<file path="config.mk">
export PLATFORM = sky130hd
export DESIGN_NAME = delay_timer_arbiter
export DESIGN_NICKNAME = d
export VERILOG_FILES = /design/src/rtl/delay_timer_arbiter.sv
export SDC_FILE = /design/constraint.sdc
export NUM_CORES = 1
export LEC_CHECK = 0
export BUFFER_PORTS_ARGS = -buffer_cell sky130_fd_sc_hd__buf_2
export CORE_UTILIZATION = 50
export DETAILED_ROUTE_END_ITERATION = 6
export MAX_ROUTING_LAYER = met4
export PLACE_DENSITY_LB_ADDON = 0.25
export RECOVER_POWER = 100
export SLEW_MARGIN = 5
export SYNTH_ARGS = -nofsm -noshare
export SYNTH_HDL_FRONTEND = slang
export SYNTH_SLANG_ARGS = --single-unit
export TNS_END_PERCENT = 30
</file>
<file path="constraint.sdc">
create_clock -name clock -period 1.6 [get_ports clock]
set_input_delay 0.16 -clock clock [delete_from_list [all_inputs] [get_ports clock]]
set_output_delay 0.16 -clock clock [all_outputs]
set_load 0.01 [all_outputs]
</file>
<file path="src/rtl/delay_timer_arbiter.sv">
// Round-robin arbiter granting one shared up-counter to two requesters for len+1 cycles.
// Optional macro TIMER_ARB_ABORT_EN adds an `abort` input that ends a RUN early.
module delay_timer_arbiter #(
  parameter int N = 8
) (
  input  logic         clock,
  input  logic         reset,
  input  logic         req0,
  input  logic         req1,
  input  logic [N-1:0] len0,
  input  logic [N-1:0] len1,
`ifdef TIMER_ARB_ABORT_EN
  input  logic         abort,
`endif
  output logic         gnt0,
  output logic         gnt1,
  output logic         done0,
  output logic         done1,
  output logic         busy,
  output logic [N-1:0] count
);

  typedef enum logic [1:0] {
    IDLE = 2'd0,
    RUN  = 2'd1,
    DONE = 2'd2
  } state_t;

  state_t       state;
  state_t       next_state;
  logic [N-1:0] target;
  logic [N-1:0] next_target;
  logic [N-1:0] next_count;
  logic         owner;
  logic         next_owner;
  logic         last_owner;
  logic         next_last_owner;
  logic         run_abort;

`ifdef TIMER_ARB_ABORT_EN
  assign run_abort = abort;
`else
  assign run_abort = 1'b0;
`endif

  // Next-state, arbitration and counter update.
  always_comb begin
    next_state      = state;
    next_count      = count;
    next_target     = target;
    next_owner      = owner;
    next_last_owner = last_owner;
    case (state)
      IDLE: begin
        if (req0 || req1) begin
          next_state = RUN;
          next_count = '0;
          // Contention goes to whoever did not own the previous job.
          if (req0 && req1) begin
            next_owner = ~last_owner;
          end else begin
            next_owner = req1;
          end
          next_target = next_owner ? len1 : len0;
        end else begin
          next_state = IDLE;
        end
      end
      RUN: begin
        if ((count == target) || run_abort) begin
          next_state = DONE;
        end else begin
          next_count = count + {{(N-1){1'b0}}, 1'b1};
        end
      end
      DONE: begin
        next_state      = IDLE;
        next_last_owner = owner;
      end
      default: begin
        next_state = IDLE;
      end
    endcase
  end

  // State, datapath and registered outputs decoded from the next state.
  always_ff @(posedge clock or negedge reset) begin
    if (!reset) begin
      state      <= IDLE;
      count      <= '0;
      target     <= '0;
      owner      <= 1'b0;
      last_owner <= 1'b1;
      gnt0       <= 1'b0;
      gnt1       <= 1'b0;
      done0      <= 1'b0;
      done1      <= 1'b0;
      busy       <= 1'b0;
    end else begin
      state      <= next_state;
      count      <= next_count;
      target     <= next_target;
      owner      <= next_owner;
      last_owner <= next_last_owner;
      gnt0       <= (next_state != IDLE) && !next_owner;
      gnt1       <= (next_state != IDLE) && next_owner;
      done0      <= (next_state == DONE) && !next_owner;
      done1      <= (next_state == DONE) && next_owner;
      busy       <= (next_state != IDLE);
    end
  end

endmodule

</file>
[Word level (Yosys, flattened, before mapping)]
Index checks and enable logic that the tools add are counted.
W data, S select, Z words.
Word-level totals
  register bits: 25
  word-level logic and storage cells: 42
  output and inout port bits: 13
Operators by class
  muxes and demuxes: 12
  add/sub/neg operators: 1
  eq/ne operators: 6
  bitwise gates (word level): 1
  reduce and logical (&&, ||, !) cells: 12
Operators with widths (count)
  $mux W8: 3
  $pmux W8 S2: 1
  $add A8 B1 Y8 const B: 1
  $eq A8 B8 Y1: 1
  $mux W1: 6
  $logic_and A1 B1 Y1: 5
  $eq A2 B2 Y1 const B: 2
  $ne A2 B2 Y1 const B: 2
  $pmux W2 S2: 1
  $reduce_bool A2 Y1: 2
  $reduce_and A3 Y1: 1
  $eq A2 B1 Y1 const B: 1
  $logic_not A2 Y1: 1
  $mux W2: 1
  $reduce_and A2 Y1: 1
  $logic_not A1 Y1: 1
  $logic_or A1 B1 Y1: 1
  $not A1 Y1: 1

[Logic depth before layout (Yosys ltp)]
Gate-level depths: netlist of the first run.
  depth after elaboration: 8
  depth in mapped cells: 6
  gate-level depth less buffers: 5

[Worst setup path after synthesis of the first run]
OpenSTA, ideal clock, no wires.
  kind: register to register
  start: register count[0]
  end: register count[4]
  setup time: 0.079 ns
  clock period less this slack: 1.350 ns
  cell stages (with the launch flop): 5
  arrival time: 1.271 ns
  buffers on the path: 0
  setup slack: 0.250 ns
  cell sequence: dfrtp_1 xnor2_1 nand4_2 o21ai_0 mux2i_1
Between the ends
  word-level cells in the longest chain between the ends: 3
Ends and longest elaborated chain
  from (decl): line 20  | output logic [N-1:0] count
  from (signal assigned): line 101  | count <= next_count;
  $add A8 B1 Y8 / $eq A8 B8 Y1 (equally long branches): line 73, 70
  $mux W8 / $ne A2 B2 Y1 (equally long branches)
  $pmux W8 S2 / $reduce_and A3 Y1 (equally long branches)
Parallel ways exist; a longest one is shown, timed or not. The select of a mux whose other input is x is not followed.
A chain may end at the register's enable or synchronous reset.

[Worst setup path in the final report of the first run]
  start: register count[6]
  end: register count[2]
Between the ends
  word-level cells in the longest chain between the ends: 3
Ends and longest elaborated chain
  $eq A8 B8 Y1: line 70  | if ((count == target) || run_abort) begin
  $ne A2 B2 Y1 (no line)
  $reduce_and A3 Y1 (no line)
Every way passes these cells.

==> reports/metrics.yaml, run 1 <==
clock_tree:
  clkLatencyLatePin_ns: 0.31
  cts_made_buffers: 3
  post_cts_buffers: 0
  htree_levels: 1
  cts.clk_slew.worst_paths_ns: 0.14
  root_buffer: "clkbuf_4"
  clock_path_buffers: 2
  cts_sinks: 25
  cts_tree: "built"
synth:
  syn_nets: 137
  synth-xor-area-share_pct: 5.73
  synth_enable_flop_cells: 0
  synth-seq-cells: 25
  seq_area_frac_synth_pct: 51.3
  yosysTopAreaCellShare_pct: 49.1
  yosys-top-cells-area: "dfrtp_1 49%, mux2i_1 13%, nand2_1 6.1%"
  netlist_area_mm2: 0.00122
  ys_top_cells_by_count: "24 x dfrtp_1, 20 x nand2_1, 16 x mux2i_1, 11 x o21ai_0, 8 x xnor2_1"
  ys.flop_type: "dfrtp_1"
  synth-warning-count: 0
  synth.most_common_cell: "dfrtp_1"
  synth_simple_gate_area_share_pct: 16.2
  synth_compound_area_share_pct: 10.2
  synth_fa_ha_area_share_pct: 1.02
  synth_top_family_by_area: "simple AND/OR/NAND/NOR gates"
  synthArstFlopShare_pct: 100
  ys_types: 28
  postSynthCellCount: 116
  synthMuxAreaShare_pct: 13.1
  synth_area_leader_cell: "dfrtp_1"
  avgSynthCellArea_um2: 10.5
drt:
  drt-wirelength-per-cell_um: 13.3
  detail_route.wirelength_um: 2420
  drt_iter0_markers: 11
  via_per_inst: 5.30
  drc: 0
  ant_nets: 0
  dr.pass1.iters: 4
  dr_total_vias: 965
cells_and_area:
  nets: 176
  drive_gt1_share_pct: 27.9
  fill_cells: 215
  area_growth_pct: 22.7
  num_antenna_cells: 0
  multi_input_area_um2: 609
  register_area_um2: 629
  final_util_pct: 66.5
floorplanning:
  core_area_mm2: 0.00225
  die_h_um: 51.4
  start_util_pct: 54.2
  dieArea_mm2: 0.00265
  die_w_um: 51.4
  ios: 33
  rows: 17
setup_path:
  crit_type: "reg -> reg"
  startpoint_type: "flop"
  cp_max_fo: 8
  worstPathArrival_ns: 1.73
  crit_required_ns: 1.85
  critPathCaptureType: "flop"
flow_run:
  drv_cap: 0
timing:
  setup_viol: 0
  worst_slew_pin_slew_ns: 0.618
  fin_worst_skew_ns: 0.00140
  fin_crit_sh_pct: 92.0
  finalHoldViolCount: 0
  setup_tns_ns: 0
  rsz0062_at_grt: "no"
  fmax_ghz: 0.679
  period_needed_ns: 1.47
  relSlewSlack_pct: 58.8
  slew_violations: 0
placed_design:
  place_hpwl_um: 1750
  io_buffers: 32
  gp_congestion: 0.810
global_route:
  grt_overflow: 0
  grt_max_degree: 26
  grt.total_usage_pct: 20.4
  first_global_vias: 949
  grt_first_pass_wirelength_um: 3900
  antenna_found_initial: 0
status:
  outcome: "completed"
min_path:
  hp-class: "in -> reg"
pwr:
  max-vdd-ir-drop_mv: 0.950
  power_density_mw_per_mm2: 1680
  leakage_nw: 0.733
==> worst paths after layout <==
check / from / end / slack, ns / cells past startpoint
worst min-delay path: len0[2] / target[2] / 0.12 / 3
max in group asynchronous: reset / count[3] / 0.80 / 2
min in group asynchronous: reset / owner / 0.36 / 2
worst max register to register: count[6] / count[2] / 0.13 / 4
worst max-delay path: count[6] / count[2] / 0.13 / 4
worst min register to register: owner / done0 / 0.49 / 1
==> kinds of logic (layout without fill, tap and decap cells) <==
group | count (synthesis) | after routing
compound gates | 21 | 21
flops | 25 | 25
buf+inv | 7 | 45
simple gates | 38 | 38
xor+xnor | 8 | 8
mux | 16 | 16
fa+ha+maj | 1 | 1
==> report_power, final <==
group          internal [mW]  total [mW]  leakage (nW)  switching, mW
combinational          0.510        1.13         0.411          0.616
clock                 0.0974       0.287        0.0150          0.190
sequential             0.879        1.11         0.307          0.234
total                   1.49        2.53         0.733           1.04
==> metal layers <==
metal	global-route usage, %	share of wire (%)
met5	-	0
met1	22.9	44
met4	9.46	2.1
met2	35.5	50
met3	2.98	4.0
==> layout make-up <==
| class | count | area share (%) |
|---|---|---|
| clock buffers | 4 | 1.75 |
| flip-flops and latches | 25 | 42.0 |
| multi-input cells | 84 | 40.6 |
| inverters | 3 | 0.751 |
| well taps | 28 | 2.34 |
| repair buffers | 38 | 12.6 |
==> critical path, stage by stage (launching register included) <==
cell and delay, ns:
dfrtp_1 0.45, xnor2_1 0.28, nand4_4 0.19, o211ai_1 0.29, mux2i_1 0.20
==> per-stage QoR <==
stage / cells / setup slack [ns] / hold WS (ns) / cell area (um^2) / power [mW]
final: 182 / 0.127 / 0.117 / 1500 / 2.53
after global routing: 182 / 0.00886 / 0.148 / 1500 / 2.71
after CTS: 182 / 0.0881 / 0.118 / 1470 / 2.44
after detailed placement: 177 / 0.123 / 0.185 / 1440 / 2.16
after global placement: 177 / 0.165 / 0.172 / 1440 / 2.10
after floorplan: 116 / 0.250 / -0.136 / 1220 / 1.79
==> registers in the layout, summed over array words and instances (netlist names) <==
| name | cells |
|---|---|
| gnt1 | 1 |
| last_owner | 1 |
| owner | 1 |
| state | 2 |
| target | 8 |
| gnt0 | 1 |
| busy | 1 |
| count | 8 |
| done1 | 1 |
| done0 | 1 |
==> cell usage in the layout (no fill, tap or decap), drive strengths merged <==
cell and instances:
mux2i 16, buf 25, clkbuf 16, dfstp 1, nand2b 2, o21ai 14
inv 3, a22o 1, dlygate4sd3 1, o31ai 1, nor2b 1, dfrtp 24
or2 1, nand4 2, nand3b 1, and3 1, nand3 1, nor3 3
o211ai 3, nand2 20, nor2 5, and2 1, a21boi 1, xnor2 8
a21oi 1, ha 1
==> repair_timing <==
action	4_1_cts	5_1_grt
resized for setup	0	9
hold buffers	1	0
endpoints found under the setup margin	0	2
hold endpoints to repair	24	0
No activity file was read; power rests on OpenSTA's default activity.
==> inputs of run 2 (changes only) <==
--- a/config.mk
+++ b/config.mk
@@ -6,6 +6,7 @@
 export NUM_CORES = 1
 export LEC_CHECK = 0
 export BUFFER_PORTS_ARGS = -buffer_cell sky130_fd_sc_hd__buf_2
+export CORE_ASPECT_RATIO = 1.2
 export CORE_UTILIZATION = 50
 export DETAILED_ROUTE_END_ITERATION = 6
 export MAX_ROUTING_LAYER = met4
==> reports/metrics.yaml, run 2 (same netlist as run 1, synthesis figures left out) <==
status:
  outcome: "completed"
timing:
  fin_worst_skew_ns: 0.00370  # +0.00230 ns
  fin_crit_sh_pct: 90.7  # -1.3 points
  relSlewSlack_pct: 59.5  # +0.65 points
  worst_slew_pin_slew_ns: 0.608  # -0.00969 ns
  fmax_ghz: 0.689  # +1.5%
  finalHoldViolCount: 0  # unchanged
  period_needed_ns: 1.45  # -0.0215 ns
  slew_violations: 0  # unchanged
  setup_tns_ns: 0  # unchanged
  rsz0062_at_grt: "no"
  setup_viol: 0  # unchanged
placed_design:
  dpl-instance-area_mm2: 0.00146  # +1.3%
  io_buffers: 32  # unchanged
  place_hpwl_um: 1770  # +0.90%
  gp_congestion: 0.780  # -3.7%
cells_and_area:
  area_growth_pct: 26.7
  fill_cells: 194  # -9.8%
  nets: 180  # +2.3%
  final_area_mm2: 0.00155  # +3.3%
  top_regs: "count (8), target (8), state (2)"
  drive_gt1_share_pct: 29.7  # +1.8 points
  mostFrequentLayoutCells: "24 x dfrtp_1, 24 x buf_2, 20 x nand2_1, 16 x mux2i_1, 12 x o21ai_0"
  num_antenna_cells: 0  # unchanged
setup_path:
  cp_max_fo: 8  # unchanged
  slowest_delay_ns: 0.47  # +0.02 ns
  startpoint_type: "flop"
  cp_num_buf_inv: 1  # +1
  crit_required_ns: 1.85  # about the same
  cp_slowest_cell: "dfrtp_1"
  crit_chain: "xnor2_2, nand4_4, buf_4, o21ai_1, mux2i_1"
  crit_type: "reg -> reg"
  critPathCaptureType: "flop"
  crit_family: "flip-flops"
  worstPathArrival_ns: 1.70  # -0.03 ns
flow_run:
  drv_cap: 0  # unchanged
drt:
  ant_nets: 0  # unchanged
  drt_iter0_markers: 21  # +10
  dr.pass1.iters: 4  # unchanged
  dr_total_vias: 982  # +1.8%
  via_per_inst: 5.20  # -2.0%
  drc: 0  # unchanged
  detail_route.wirelength_um: 2410  # -0.37%
  drt-wirelength-per-cell_um: 12.8  # -4.1%
clock_tree:
  cts_made_buffers: 3  # unchanged
  root_buffer: "clkbuf_4"
  clkLatencyLatePin_ns: 0.32  # about the same
  clock_path_buffers: 2  # unchanged
  htree_levels: 1  # unchanged
  cts_sinks: 25  # unchanged
  cts.clk_slew.worst_paths_ns: 0.13  # about the same
  cts_tree: "built"
global_route:
  first_global_vias: 946  # -0.32%
  grt_first_pass_wirelength_um: 4000  # +2.7%
  grt_max_degree: 26  # unchanged
  antenna_found_initial: 0  # unchanged
  grt.total_usage_pct: 21.3  # +0.87 points
  grt_overflow: 0  # unchanged
min_path:
  hp-class: "in -> reg"
floorplanning:
  dieArea_mm2: 0.00265  # about the same
  start_util_pct: 53.0  # -1.2 points
  core_area_mm2: 0.00231  # +2.3%
  die_w_um: 47.1  # -8.4%
  rows: 19  # +2
  ios: 33  # unchanged
  die_h_um: 56.2  # +9.2%
pwr:
  leakage_nw: 0.764  # +4.2%
  power_density_mw_per_mm2: 1710  # +1.6%
  max-vdd-ir-drop_mv: 1.14  # +21%
-- run 2: cell types whose count changed in the layout (fill, tap and decap cells not counted), sizes merged --
cell    before  now
clkbuf      16   15
buf         25   30
-- run 2: worst min-delay path, stage by stage --
cell	delay [ns]
buf_2	0.07
mux2i_1	0.05
o21ai_0	0.13
-- run 2: stage by stage --
stage	instances	hold WS, ns	util [%]	setup slack (ns)	total power, mW
floorplan	116	-0.136	-	0.250	1.79
global placement	182	0.172	63.1	0.214	2.13
detailed placement	182	0.176	63.1	0.122	2.19
CTS	187	0.126	64.7	0.0966	2.47
global route	189	0.160	67.2	0.0494	2.85
finish	189	0.119	67.2	0.149	2.65
-- run 2: metal layers --
| layer | up-vias | wire length, um | global-route usage (%) |
|---|---|---|---|
| met5 | - | 0 | - |
| met4 | 0 | 51 | 7.35 |
| met3 | 5 | 85 | 1.95 |
| met2 | 27 | 1210 | 34.3 |
| met1 | 468 | 1070 | 27.2 |
| li1 | 482 | - | - |
-- run 2: layout make-up --
type / count / area [um^2] / area share (%)
Clock buffer: 4 / 26.3 / 1.70
Inverter: 3 / 11.3 / 0.727
Multi-Input combinational cell: 84 / 628 / 40.5
Sequential cell: 25 / 627 / 40.5
Tap cell: 31 / 38.8 / 2.50
Timing Repair Buffer: 42 / 218 / 14.1
-- run 2: final timing paths --
path                       slack, ns  cells past startpoint     start        end
setup / recovery                0.15                      5  count[6]   count[3]
hold / removal                  0.12                      3   len0[1]  target[1]
setup reg to reg                0.15                      5  count[6]   count[3]
hold reg to reg                 0.47                      1     owner      done0
max in group asynchronous       0.84                      2     reset   count[1]
min in group asynchronous       0.37                      2     reset       gnt1
-- run 2: repair_timing --
action	CTS	global route
hold buffers	1	0
gates resized for setup	0	11
buffers inserted	0	2
hold endpoints to repair	24	0
endpoints found under the setup margin	0	3
-- run 2: where the power goes --
part | internal [mW] | switching [mW]
clock | 0.0976 | 0.181
combinational | 0.591 | 0.685
sequential | 0.875 | 0.220
total | 1.56 | 1.09
==> inputs of run 3 (changes only) <==
--- a/config.mk
+++ b/config.mk
@@ -5,7 +5,7 @@
 export SDC_FILE = /design/constraint.sdc
 export NUM_CORES = 1
 export LEC_CHECK = 0
-export BUFFER_PORTS_ARGS = -buffer_cell sky130_fd_sc_hd__buf_2
+export BUFFER_PORTS_ARGS = -buffer_cell sky130_fd_sc_hd__buf_4
 export CORE_ASPECT_RATIO = 1.2
 export CORE_UTILIZATION = 50
 export DETAILED_ROUTE_END_ITERATION = 6
==> reports/metrics.yaml, run 3 (same netlist as run 1, synthesis figures left out) <==
status:
  outcome: "completed"
timing:
  relSlewSlack_pct: 59.4  # about the same
  fin_crit_sh_pct: 93.2  # +2.5 points
  finalHoldViolCount: 0  # unchanged
  rsz0062_at_grt: "no"
  fin_worst_skew_ns: 0.00670  # +0.00300 ns
  slew_violations: 0  # unchanged
  worst_slew_pin_slew_ns: 0.608  # +0.000296 ns
  fmax_ghz: 0.671  # -2.7%
  setup_viol: 0  # unchanged
  setup_tns_ns: 0  # unchanged
  period_needed_ns: 1.49  # +0.0403 ns
cells_and_area:
  mostFrequentLayoutCells: "24 x dfrtp_1, 23 x buf_4, 20 x nand2_1, 16 x mux2i_1, 13 x clkbuf_1"
  top_regs: "count (8), target (8), state (2)"
  nets: 177  # -1.7%
  final_util_pct: 66.8  # -0.38 points
  fill_cells: 200  # +3.1%
  num_antenna_cells: 0  # unchanged
  final_area_mm2: 0.00154  # -0.57%
  final_common_cell: "dfrtp_1"
  area_growth_pct: 26.0
  drive_gt1_share_pct: 24.5  # -5.2 points
  fin_cells: 186  # -1.6%
floorplanning:
  ios: 33  # unchanged
  dieArea_mm2: 0.00265  # unchanged
  die_h_um: 56.2  # unchanged
  rows: 19  # unchanged
  start_util_pct: 53.0  # unchanged
  die_w_um: 47.1  # unchanged
  core_area_mm2: 0.00231  # unchanged
drt:
  highest_layer: "met4"
  wl_met3_um: 74  # -13%
  via_per_inst: 5.19  # about the same
  dr.pass1.iters: 4  # unchanged
  wl_met1_um: 1000  # -6.3%
  drt-wirelength-per-cell_um: 12.3  # -3.6%
  ant_nets: 0  # unchanged
  drt_iter0_markers: 13  # -38%
  wl_met2_um: 1170  # -3.0%
  detail_route.wirelength_um: 2290  # -5.1%
  drc: 0  # unchanged
  dr_total_vias: 966  # -1.6%
setup_path:
  critPathCaptureType: "flop"
  crit_family: "flip-flops"
  regToRegSetupSlack_ns: 0.11  # -0.04 ns
  cp_slowest_cell: "dfrtp_1"
  r2r_cells: 4  # -1
  cp_max_fo: 8  # unchanged
  crit_chain: "xnor2_1, nand4_2, o211ai_1, mux2i_1"
  startpoint_type: "flop"
  slowest_delay_ns: 0.45  # -0.02 ns
  cp_num_buf_inv: 0  # -1
  crit_cells: 4  # -1
  crit_required_ns: 1.85  # about the same
  crit_type: "reg -> reg"
  worstPathArrival_ns: 1.74  # +0.04 ns
min_path:
  hold_depth: 3  # unchanged
  hp-class: "in -> reg"
clock_tree:
  clkLatencyLatePin_ns: 0.31  # about the same
  cts.clk_slew.worst_paths_ns: 0.13  # about the same
  cts_made_buffers: 3  # unchanged
  cts_sinks: 25  # unchanged
  post_cts_buffers: 0  # unchanged
  cts_tree: "built"
  root_buffer: "clkbuf_4"
  clock_path_buffers: 2  # unchanged
  htree_levels: 1  # unchanged
placed_design:
  place_hpwl_um: 1760  # -0.30%
  place_inst: 181  # -0.55%
  dpl-instance-area_mm2: 0.00153  # +5.0%
  io_buffers: 32  # unchanged
  gp_congestion: 0.811  # +4.0%
pwr:
  leakage_nw: 0.742  # -2.8%
  max-vdd-ir-drop_mv: 0.890  # -22%
  power_mw: 2.51  # -5.3%
  power_density_mw_per_mm2: 1630  # -4.8%
global_route:
  grt_max_degree: 26  # unchanged
  first_global_vias: 932  # -1.5%
  grt_overflow: 0  # unchanged
  grt_first_pass_wirelength_um: 3970  # -0.87%
  antenna_found_initial: 0  # unchanged
  grt.total_usage_pct: 21.2  # -0.093 points
flow_run:
  drv_cap: 0  # unchanged
[run 3: report_power, final]
group / leakage, nW / total [mW] / switching (mW) / internal, mW
registers: 0.310 / 1.09 / 0.211 / 0.875
clock network: 0.0177 / 0.276 / 0.182 / 0.0935
logic: 0.415 / 1.15 / 0.638 / 0.510
total: 0.742 / 2.51 / 1.03 / 1.48
[run 3: final timing paths]
kind                            startpoint   endpoint
min in group asynchronous            reset      done0
worst max register to register    count[6]   count[2]
worst min register to register       owner      done0
worst min-delay path               len0[1]  target[1]
worst max-delay path              count[6]   count[2]
max in group asynchronous            reset  target[5]
[run 3: cell type report]
| type | count | area [um^2] | area share [%] |
|---|---|---|---|
| Multi-Input combinational cell | 84 | 594 | 38.6 |
| Clock inverter | 1 | 5.00 | 0.325 |
| Clock buffer | 3 | 22.5 | 1.46 |
| Tap cell | 31 | 38.8 | 2.52 |
| Timing Repair Buffer | 39 | 241 | 15.7 |
| Sequential cell | 25 | 627 | 40.7 |
| Inverter | 3 | 11.3 | 0.731 |
[run 3: worst min-delay path, cell delays in order]
cell     delay [ns]
buf_4          0.07
mux2i_1        0.05
o21ai_0        0.13
[run 3: routing by layer]
layer / up-vias / GRT usage [%]
met2: 28 / 34.3
met5: - / -
met3: 6 / 3.25
li1: 477 / -
met4: 0 / 8.16
met1: 455 / 25.6
[run 3: timing repair]
item                                   4_1_cts  5_1_grt
resized for setup                            1        5
hold buffers                                 1        0
setup endpoints to repair                    1        7
pin swaps                                    0        2
endpoints found under the hold margin       25        0
[run 3: stage by stage]
step           hold slack, ns  worst slack [ns]
3_5_place_dp           0.0773            0.0132
4_1_cts                 0.121            0.0251
3_3_place_gp           0.0750             0.148
2_1_floorplan          -0.136             0.250
6_report                0.121             0.109
5_1_grt                 0.130           0.00929
